File: src/rtl/mlp_pkg.sv
// mlp_pkg: shared types and defaults for the MLP layer sequencer.
//   mlp_state_t : sequencer state encoding (IDLE=0, READ=1, HID=2, OUT=3)
//   cnt_ctl_t   : load-zero / increment controls for mlp_group_counter
//   *_DEF       : default sample and group counts
//   max2        : larger of two ints, used to size the group index
package mlp_pkg;

    typedef enum logic [1:0] {
        ST_IDLE = 2'd0,
        ST_READ = 2'd1,
        ST_HID  = 2'd2,
        ST_OUT  = 2'd3
    } mlp_state_t;

    typedef struct packed {
        logic clr;
        logic inc;
    } cnt_ctl_t;

    localparam int N_TESTS_DEF    = 750;
    localparam int HID_GROUPS_DEF = 4;
    localparam int OUT_GROUPS_DEF = 2;

    function automatic int max2(input int a, input int b);
        return (a > b) ? a : b;
    endfunction

endpackage

File: src/rtl/mlp_group_counter.sv
// mlp_group_counter: up-counter with synchronous load-zero and a
// terminal-count compare against a (possibly run-time) terminal value.
//   clk, rst : clock, asynchronous active-low reset
//   ctl      : clr (load zero, wins) / inc (count up)
//   term     : terminal value compared against the count
//   count    : current count
//   at_term  : count == term
module mlp_group_counter
    import mlp_pkg::*;
#(
    parameter int W = 4
) (
    input  logic         clk,
    input  logic         rst,
    input  cnt_ctl_t     ctl,
    input  logic [W-1:0] term,
    output logic [W-1:0] count,
    output logic         at_term
);

    always_ff @(posedge clk or negedge rst) begin
        if (!rst) begin
            count <= '0;
        end else if (ctl.clr) begin
            count <= '0;
        end else if (ctl.inc) begin
            count <= count + W'(1);
        end
    end

    assign at_term = (count == term);

endmodule

File: src/rtl/mlp_layer_sequencer.sv
// mlp_layer_sequencer: steps the shared PU array through N_TESTS samples,
// each as one READ cycle, HID_GROUPS hidden groups and OUT_GROUPS output
// groups, with one-hot load strobes for the layer register banks.
//
// Ports:
//   clk, rst          clock, asynchronous active-low reset
//   start             begin a run (IDLE only; beats abort there)
//   abort             synchronous abort in READ/HID/OUT (beats ready_pu)
//   ready_pu          PU array finished the current group
//   start_pu          PU launch (level or entry pulse, see START_PULSE)
//   rd_sample         fetch sample test_index
//   ld_hidden_layer   one-hot hidden bank load strobe
//   ld_output_layer   one-hot output bank load strobe
//   test_index        sample being processed / progress after abort
//   group_index       group running within the current layer
//   single_test_done  one-cycle registered pulse per finished sample
//   done              high in IDLE
//   aborted           sticky: last run ended by abort
//   timeout_err       sticky watchdog flag
//
// Optional build macro MLP_SEQ_TIMEOUT_EN adds a per-group watchdog; without
// it no counter is built and timeout_err is tied low.
module mlp_layer_sequencer
    import mlp_pkg::*;
#(
    parameter int N_TESTS        = N_TESTS_DEF,
    parameter int HID_GROUPS     = HID_GROUPS_DEF,
    parameter int OUT_GROUPS     = OUT_GROUPS_DEF,
    parameter int START_PULSE    = 0,
    parameter int TIMEOUT_CYCLES = 1023,
    parameter int IDX_W          = $clog2(N_TESTS + 1),
    parameter int GRP_W          = $clog2(max2(HID_GROUPS, OUT_GROUPS) + 1)
) (
    input  logic                  clk,
    input  logic                  rst,
    input  logic                  start,
    input  logic                  abort,
    input  logic                  ready_pu,
    output logic                  start_pu,
    output logic                  rd_sample,
    output logic [HID_GROUPS-1:0] ld_hidden_layer,
    output logic [OUT_GROUPS-1:0] ld_output_layer,
    output logic [IDX_W-1:0]      test_index,
    output logic [GRP_W-1:0]      group_index,
    output logic                  single_test_done,
    output logic                  done,
    output logic                  aborted,
    output logic                  timeout_err
);

    mlp_state_t state, state_nxt;

    cnt_ctl_t   grp_ctl, tst_ctl;
    logic [GRP_W-1:0] grp_term;
    logic       grp_last;
    logic       tst_end;

    logic       entry_nxt;   // next cycle is the first cycle of a group
    logic       first_q;     // current cycle is the first cycle of a group
    logic       stdone_nxt;
    logic       abort_set;
    logic       run_clr;     // start accepted: clear sticky status
    logic       wd_hit;
`ifdef MLP_SEQ_TIMEOUT_EN
    logic       tmo_set;
`endif

    // Terminal group depends on which layer is running.
    assign grp_term = (state == ST_OUT) ? GRP_W'(OUT_GROUPS - 1)
                                        : GRP_W'(HID_GROUPS - 1);

    mlp_group_counter #(.W(GRP_W)) u_grp_cnt (
        .clk     (clk),
        .rst     (rst),
        .ctl     (grp_ctl),
        .term    (grp_term),
        .count   (group_index),
        .at_term (grp_last)
    );

    mlp_group_counter #(.W(IDX_W)) u_tst_cnt (
        .clk     (clk),
        .rst     (rst),
        .ctl     (tst_ctl),
        .term    (IDX_W'(N_TESTS)),
        .count   (test_index),
        .at_term (tst_end)
    );

    always_ff @(posedge clk or negedge rst) begin
        if (!rst) begin
            state            <= ST_IDLE;
            first_q          <= 1'b0;
            single_test_done <= 1'b0;
            aborted          <= 1'b0;
        end else begin
            state            <= state_nxt;
            first_q          <= entry_nxt;
            single_test_done <= stdone_nxt;
            if (run_clr) begin
                aborted <= 1'b0;
            end else if (abort_set) begin
                aborted <= 1'b1;
            end
        end
    end

`ifdef MLP_SEQ_TIMEOUT_EN
    localparam int WD_W = $clog2(TIMEOUT_CYCLES + 1);
    logic [WD_W-1:0] wd_cnt;   // cycles already spent in the current group

    always_ff @(posedge clk or negedge rst) begin
        if (!rst) begin
            wd_cnt      <= '0;
            timeout_err <= 1'b0;
        end else begin
            if (entry_nxt) begin
                wd_cnt <= '0;
            end else if (state == ST_HID || state == ST_OUT) begin
                wd_cnt <= wd_cnt + WD_W'(1);
            end
            if (run_clr) begin
                timeout_err <= 1'b0;
            end else if (tmo_set) begin
                timeout_err <= 1'b1;
            end
        end
    end

    assign wd_hit = (wd_cnt == WD_W'(TIMEOUT_CYCLES - 1));
`else
    assign wd_hit      = 1'b0;
    assign timeout_err = 1'b0;
`endif

    always_comb begin
        state_nxt       = state;
        grp_ctl         = '0;
        tst_ctl         = '0;
        entry_nxt       = 1'b0;
        stdone_nxt      = 1'b0;
        abort_set       = 1'b0;
        run_clr         = 1'b0;
`ifdef MLP_SEQ_TIMEOUT_EN
        tmo_set         = 1'b0;
`endif
        start_pu        = 1'b0;
        rd_sample       = 1'b0;
        done            = 1'b0;
        ld_hidden_layer = '0;
        ld_output_layer = '0;

        case (state)
            ST_IDLE: begin
                done = 1'b1;
                if (start) begin
                    state_nxt   = ST_READ;
                    grp_ctl.clr = 1'b1;
                    tst_ctl.clr = 1'b1;
                    run_clr     = 1'b1;
                end
            end
            ST_READ: begin
                rd_sample = 1'b1;
                if (abort) begin
                    state_nxt   = ST_IDLE;
                    abort_set   = 1'b1;
                    grp_ctl.clr = 1'b1;
                end else if (tst_end) begin
                    state_nxt = ST_IDLE;
                end else begin
                    state_nxt   = ST_HID;
                    grp_ctl.clr = 1'b1;
                    entry_nxt   = 1'b1;
                end
            end
            ST_HID, ST_OUT: begin
                start_pu = (START_PULSE != 0) ? first_q : 1'b1;
                for (int i = 0; i < HID_GROUPS; i++) begin
                    ld_hidden_layer[i] = (state == ST_HID) && (group_index == GRP_W'(i));
                end
                for (int i = 0; i < OUT_GROUPS; i++) begin
                    ld_output_layer[i] = (state == ST_OUT) && (group_index == GRP_W'(i));
                end
                if (abort) begin
                    state_nxt   = ST_IDLE;
                    abort_set   = 1'b1;
                    grp_ctl.clr = 1'b1;
                end else if (ready_pu) begin
                    if (grp_last) begin
                        grp_ctl.clr = 1'b1;
                        if (state == ST_HID) begin
                            state_nxt = ST_OUT;
                            entry_nxt = 1'b1;
                        end else begin
                            state_nxt   = ST_READ;
                            tst_ctl.inc = 1'b1;
                            stdone_nxt  = 1'b1;
                        end
                    end else begin
                        // advancing within a layer is a fresh group entry
                        grp_ctl.inc = 1'b1;
                        entry_nxt   = 1'b1;
                    end
                end
`ifdef MLP_SEQ_TIMEOUT_EN
                else if (wd_hit) begin
                    state_nxt   = ST_IDLE;
                    tmo_set     = 1'b1;
                    grp_ctl.clr = 1'b1;
                end
`endif
            end
            default: begin
                state_nxt = ST_IDLE;
            end
        endcase
    end

`ifndef MLP_SEQ_TIMEOUT_EN
    // watchdog compare is constant low in this build
    logic unused_wd;
    assign unused_wd = wd_hit;
`endif

endmodule
File: config.mk
export PLATFORM = sky130hd
export DESIGN_NAME = mlp_layer_sequencer
export DESIGN_NICKNAME = d
export VERILOG_FILES = /design/src/rtl/mlp_pkg.sv /design/src/rtl/mlp_group_counter.sv /design/src/rtl/mlp_layer_sequencer.sv
export SDC_FILE = /design/constraint.sdc
export NUM_CORES = 1
export LEC_CHECK = 0
export ABC_AREA = 1
export CAP_MARGIN = 25
export CORE_ASPECT_RATIO = 0.7
export CORE_MARGIN = 2
export CORE_UTILIZATION = 52
export DETAILED_ROUTE_END_ITERATION = 12
export PLACE_DENSITY = 0.89
export SYNTH_ARGS = -nofsm -noshare
export SYNTH_HDL_FRONTEND = slang
export SYNTH_SLANG_ARGS = --single-unit
export TNS_END_PERCENT = 30
File: constraint.sdc
create_clock -name clk -period 2.7 [get_ports clk]
set_clock_uncertainty 0.05 [all_clocks]
set_input_delay 0.405 -clock clk [delete_from_list [all_inputs] [get_ports clk]]
set_output_delay 0.405 -clock clk [all_outputs]
set_load 0.05 [all_outputs]
# After elaboration in Yosys (flattened, before gate mapping)
# Cells that the tools add are included.
[word_totals] in_bits=5 wordCells=70 regBits=17
[op_classes] muxes=38 eq_ne=11 add_sub_neg=2 reduce_logical=14
[op_table] operator="1-bit two-way mux" count=21
[op_table] operator="10-bit two-way mux" count=2
[op_table] operator="2-bit two-way mux" count=10
[op_table] operator="10-bit by 1-bit adder with 10-bit output (second input constant)" count=1
[op_table] operator="10-bit == test (second input constant)" count=1
[op_table] operator="3-bit by 2-bit == test with 1-bit output (second input constant)" count=2
[op_table] operator="1-bit logical AND" count=6
[op_table] operator="3-bit two-way mux" count=2
[op_table] operator="3-bit inequality test (second input constant)" count=2
[op_table] operator="2-bit case mux with 3 select lines" count=1
[op_table] operator="2-bit nonzero test" count=3
[op_table] operator="2-bit == test (second input constant)" count=2
[op_table] operator="4-bit two-way mux" count=1
[op_table] operator="3-bit by 1-bit adder with 3-bit output (second input constant)" count=1
[op_table] operator="3-bit by 1-bit == test with 1-bit output (second input constant)" count=1
[op_table] operator="3-bit by 2-bit == test with 1-bit output" count=1
[op_table] operator="3-bit zero test" count=1
[op_table] operator="1-bit case mux with 3 select lines" count=1
[op_table] operator="3-bit AND reduction" count=1
[op_table] operator="3-bit OR reduction" count=1
[op_table] operator="2-bit by 1-bit == test with 1-bit output (second input constant)" count=1
[op_table] operator="2-bit zero test" count=1
[op_table] operator="2-bit inequality test (second input constant)" count=1
[op_table] operator="2-bit OR reduction" count=1

# Logic depth before layout (Yosys ltp)
[logic_depth] depth_word=9 mapped_depth=9 depth_no_buf=9

# Modules after synthesis
# From an unflattened synthesis, not the netlist that was laid out.
[hier_totals] cells_unflattened=178 area_unflattened_um2=1229.9
[by_module_without_submodules] module="mlp_group_counter at u_tst_cnt" area_per_inst_um2=691.9 seq_area_each_um2=250.2 instances=1 cells_per_inst=101
[by_module_without_submodules] module="mlp_layer_sequencer" area_per_inst_um2=355.3 seq_area_each_um2=100.1 instances=1 cells_per_inst=53
[by_module_without_submodules] module="mlp_group_counter at u_grp_cnt" area_per_inst_um2=182.7 seq_area_each_um2=75.1 instances=1 cells_per_inst=24

# Worst setup path after synthesis
# OpenSTA, ideal clock, no wires.
[synth_path] kind="register to output" start="register u_grp_cnt.count[0]" end="output port ld_hidden_layer[0]" setup_slack_ps=201 stages_incl_launch_ff=5 path_buffers=0 required_ps=2245 t_arrival_ps=2044 cell_sequence="dfrtp_1 > inv_1 > ha_1 > inv_1 > nor3_1"
[synth_between] elab_chain_len=3
[synth_rtl] item="start: declaration" line_no="mlp_group_counter.sv:17" source="output logic [W-1:0] count,"
[synth_rtl] item="start signal: assignment" line_no="mlp_group_counter.sv:27" source="count <= count + W'(1);"
[synth_rtl] item="3-bit zero test" line_no="mlp_layer_sequencer.sv:180" source="ld_hidden_layer[i] = (state == ST_HID) && (group_index == GRP_W'(i));"
[synth_rtl] item="1-bit logical AND" line_no="mlp_layer_sequencer.sv:180"
[synth_rtl] item="4-bit two-way mux" line_no="mlp_layer_sequencer.sv:153" source="case (state)"
[synth_rtl] item="end: declaration" line_no="mlp_layer_sequencer.sv:41" source="output logic [HID_GROUPS-1:0] ld_hidden_layer,"
# Every way passes these cells.

# Worst setup path after layout
[layout_path] start="register u_grp_cnt.count[1]" end="output port ld_output_layer[1]"
[layout_between] elab_chain_len=3
[layout_rtl] item="3-bit by 1-bit == test with 1-bit output" line_no="mlp_layer_sequencer.sv:183" source="ld_output_layer[i] = (state == ST_OUT) && (group_index == GRP_W'(i));"
[layout_rtl] item="1-bit logical AND" line_no="mlp_layer_sequencer.sv:183"
[layout_rtl] item="2-bit two-way mux" line_no="mlp_layer_sequencer.sv:153"
[layout_rtl] item="end: declaration" line_no="mlp_layer_sequencer.sv:42" source="output logic [OUT_GROUPS-1:0] ld_output_layer,"
# Every way passes these cells.

==> reports/results.ini <==
[placement]
place.gp.congestion = 0.829
preCtsSetupSlack_ns = 0.423
dp_hpwl_microns = 2210
io_buffers = 28
placed_cells = 221

[floorplanning]
initial_utilization = 0.550
dieArea_sq_mm = 0.00266
fp-row-count = 14
core_area_sq_mm = 0.00214
dieHeight_microns = 43.8
io_pins = 30
dieWidth_microns = 60.8

[setup_path]
endpoint_kind = primary output
worstPathArrival_ns = 2.16
cp_common_cell = inv_1
crit_chain = inv_1 > ha_1 > inv_1 > nor3_1 > clkdlybuf4s50_1
cp_num_buf_inv = 3
critPathSlowestCell = clkdlybuf4s50_1
critical-path-max-stage-delay_ns = 0.86
worstPathRequired_ns = 2.25
r2r_slack_ns = 1.04
crit_family = buffers and inverters
path_class = flop to primary output
worstPathMaxFanout = 6
cp-start-kind = flop

[routing]
viasPerCell = 5.25
via_count = 1181
wl_per_cell_microns = 12.5
dr.pass1.iters = 4
drt_drc_violations_left = 0
drtAntennaViolNets = 0
wirelength_microns = 2810
drt_iter0_markers = 45

[layout]
num_antenna_cells = 0
fill_cells = 176
nets = 206
drive_above_1_share = 0.0725
area_growth_pct = 27.2
instances_no_fill = 225

[global_routing]
antenna_found_initial = 0
grt_pass1_wl_microns = 4640
grt_max_degree = 18
grt_usage = 0.234
grt-ovfl-total = 0
grt_pass1_vias = 1071

[yosys]
syn_area_per_cell_sq_um = 7.12
synth_commonest_cells = nand2_1, inv_1, nor2_1
yosysTopAreaCell = dfrtp_1
synth_nets = 177
ys_warn_count = 0
synth_cells = 165
netlist.area_leader.share = 0.362
synth_edf_count = 0
synth_area_sq_mm = 0.00117
ys.flop_type = dfrtp_1
yosysSeqAreaShare = 0.362
synth.most_common_cell = nand2_1
ys_ff_latch = 17
ys_async_sr_fraction = 1.00
synth_area_leaders = dfrtp_1, nand2_1, ha_1
synth.distinct_cells = 23

[clock_network]
clockBufferDepth = 2
cts_setup_buffers = 0
cts_resized = 0
clkTransAtPathRegs_ns = 0.09
cts_tree = done
cts_root_buf = clkbuf_4
hold_buffers = 0
cts_made_buffers = 3
clkLatencyLatePin_ns = 0.29
ctsHtreeMaxLevel = 1
clkSinkCount = 17

[sta]
fmax_ghz = 0.383
setup_slack_ns = 0.0871
worst_pin_slew_ns = 0.745
setup_viol = 0
period_share = 0.968
slew_viol_final = 0
rsz0062_at_grt = no
hold_viol_final = 0
totalNegativeSetupSlack_ns = 0
slew-limit-headroom = 0.502
fin_crit_ns = 2.61

[power_and_ir_drop]
irDropWorstVdd_mv = 0.658
cellPowerDensity_mw_per_mm2 = 717
p_leak_uw = 0.000703

[min_path]
min_path_type = flop to flop

[status]
status = complete, no violations

[run]
maxCapViolations = 0

-- cell usage in the layout (no fill, tap or decap) --
cell and count:
nand4_2 1, nand2_1 43, clkbuf_4 3, a21o_1 1, clkdlybuf4s50_1 28, ha_1 7
o21bai_1 1, clkbuf_1 1, a21oi_1 3, dfrtp_1 17, nor2_1 19, nand3_1 12
inv_2 3, nor2_4 3, xor2_1 3, o21ai_0 2, nand4_1 10, nor3_1 5
o21ai_1 3, inv_1 23, nor2_2 4, conb_1 1
-- power by group --
group | switching [uW] | internal (uW) | leakage (uW)
Combinational | 422 | 174 | 0.000456
Clock | 78.2 | 57.5 | 0.0000150
Sequential | 51.1 | 288 | 0.000231
Total | 551 | 520 | 0.000703
-- kinds of logic after synthesis --
family                     count (synthesis)  share of synthesized area
and+or+nand+nor                           97                      0.384
AOI/OAI and AO/OA                         10                     0.0469
buffers and inverters                     30                      0.106
xor gates and xnor gates                   3                     0.0224
other                                      1                    0.00319
DFF                                       17                      0.362
adders and majority gates                  7                     0.0745
-- registers in the layout (all words and copies together), names as in the netlist --
register / flops
aborted: 1
u_grp_cnt.count: 3
single_test_done: 1
state: 2
u_tst_cnt.count: 10
-- worst reg2reg max path, stage by stage, from the launching register on --
cell     delay [ns]
dfrtp_1        0.46
inv_1          0.11
nor2_1         0.19
nand4_2        0.19
nor2_4         0.27
nor2_2         0.15
nand2_1        0.10
nand2_1        0.05
-- area by class of cell --
class	instances	area, sq um	area share
clock buffer	4	26.3	0.0176
inverter	26	97.6	0.0653
multi-input combinational	118	624	0.418
sequential	17	425	0.285
tap	32	40.0	0.0268
timing repair buffer	28	280	0.188
-- metal layers --
| layer | up-vias | routed length (microns) | GRT usage |
|---|---|---|---|
| met2 | 59 | 1260 | 0.346 |
| met4 | 0 | 52 | 0.0913 |
| met3 | 8 | 202 | 0.0597 |
| met5 | - | 0 | 0 |
| met1 | 534 | 1300 | 0.328 |
| li1 | 580 | - | - |
-- final timing paths --
kind / from / endpoint / depth (start not counted)
min in group asynchronous: rst / u_tst_cnt.count[2] / 1
worst max register to register: u_grp_cnt.count[0] / u_tst_cnt.count[2] / 7
worst max-delay path: u_grp_cnt.count[1] / ld_output_layer[1] / 5
worst min-delay path: aborted / aborted / 2
max in group asynchronous: rst / u_grp_cnt.count[1] / 1
worst min register to register: aborted / aborted / 2
-- through the flow --
step	hold WS, ns	util	instance area (sq um)	total power, uW
3_3_place_gp	0.445	0.687	1470	921
5_1_grt	0.525	0.699	1490	1130
2_1_floorplan	0.0594	-	1170	756
3_5_place_dp	0.454	0.687	1470	934
6_report	0.476	0.699	1490	1070
4_1_cts	0.489	0.699	1490	1070
(Power assumes the default switching activity.)
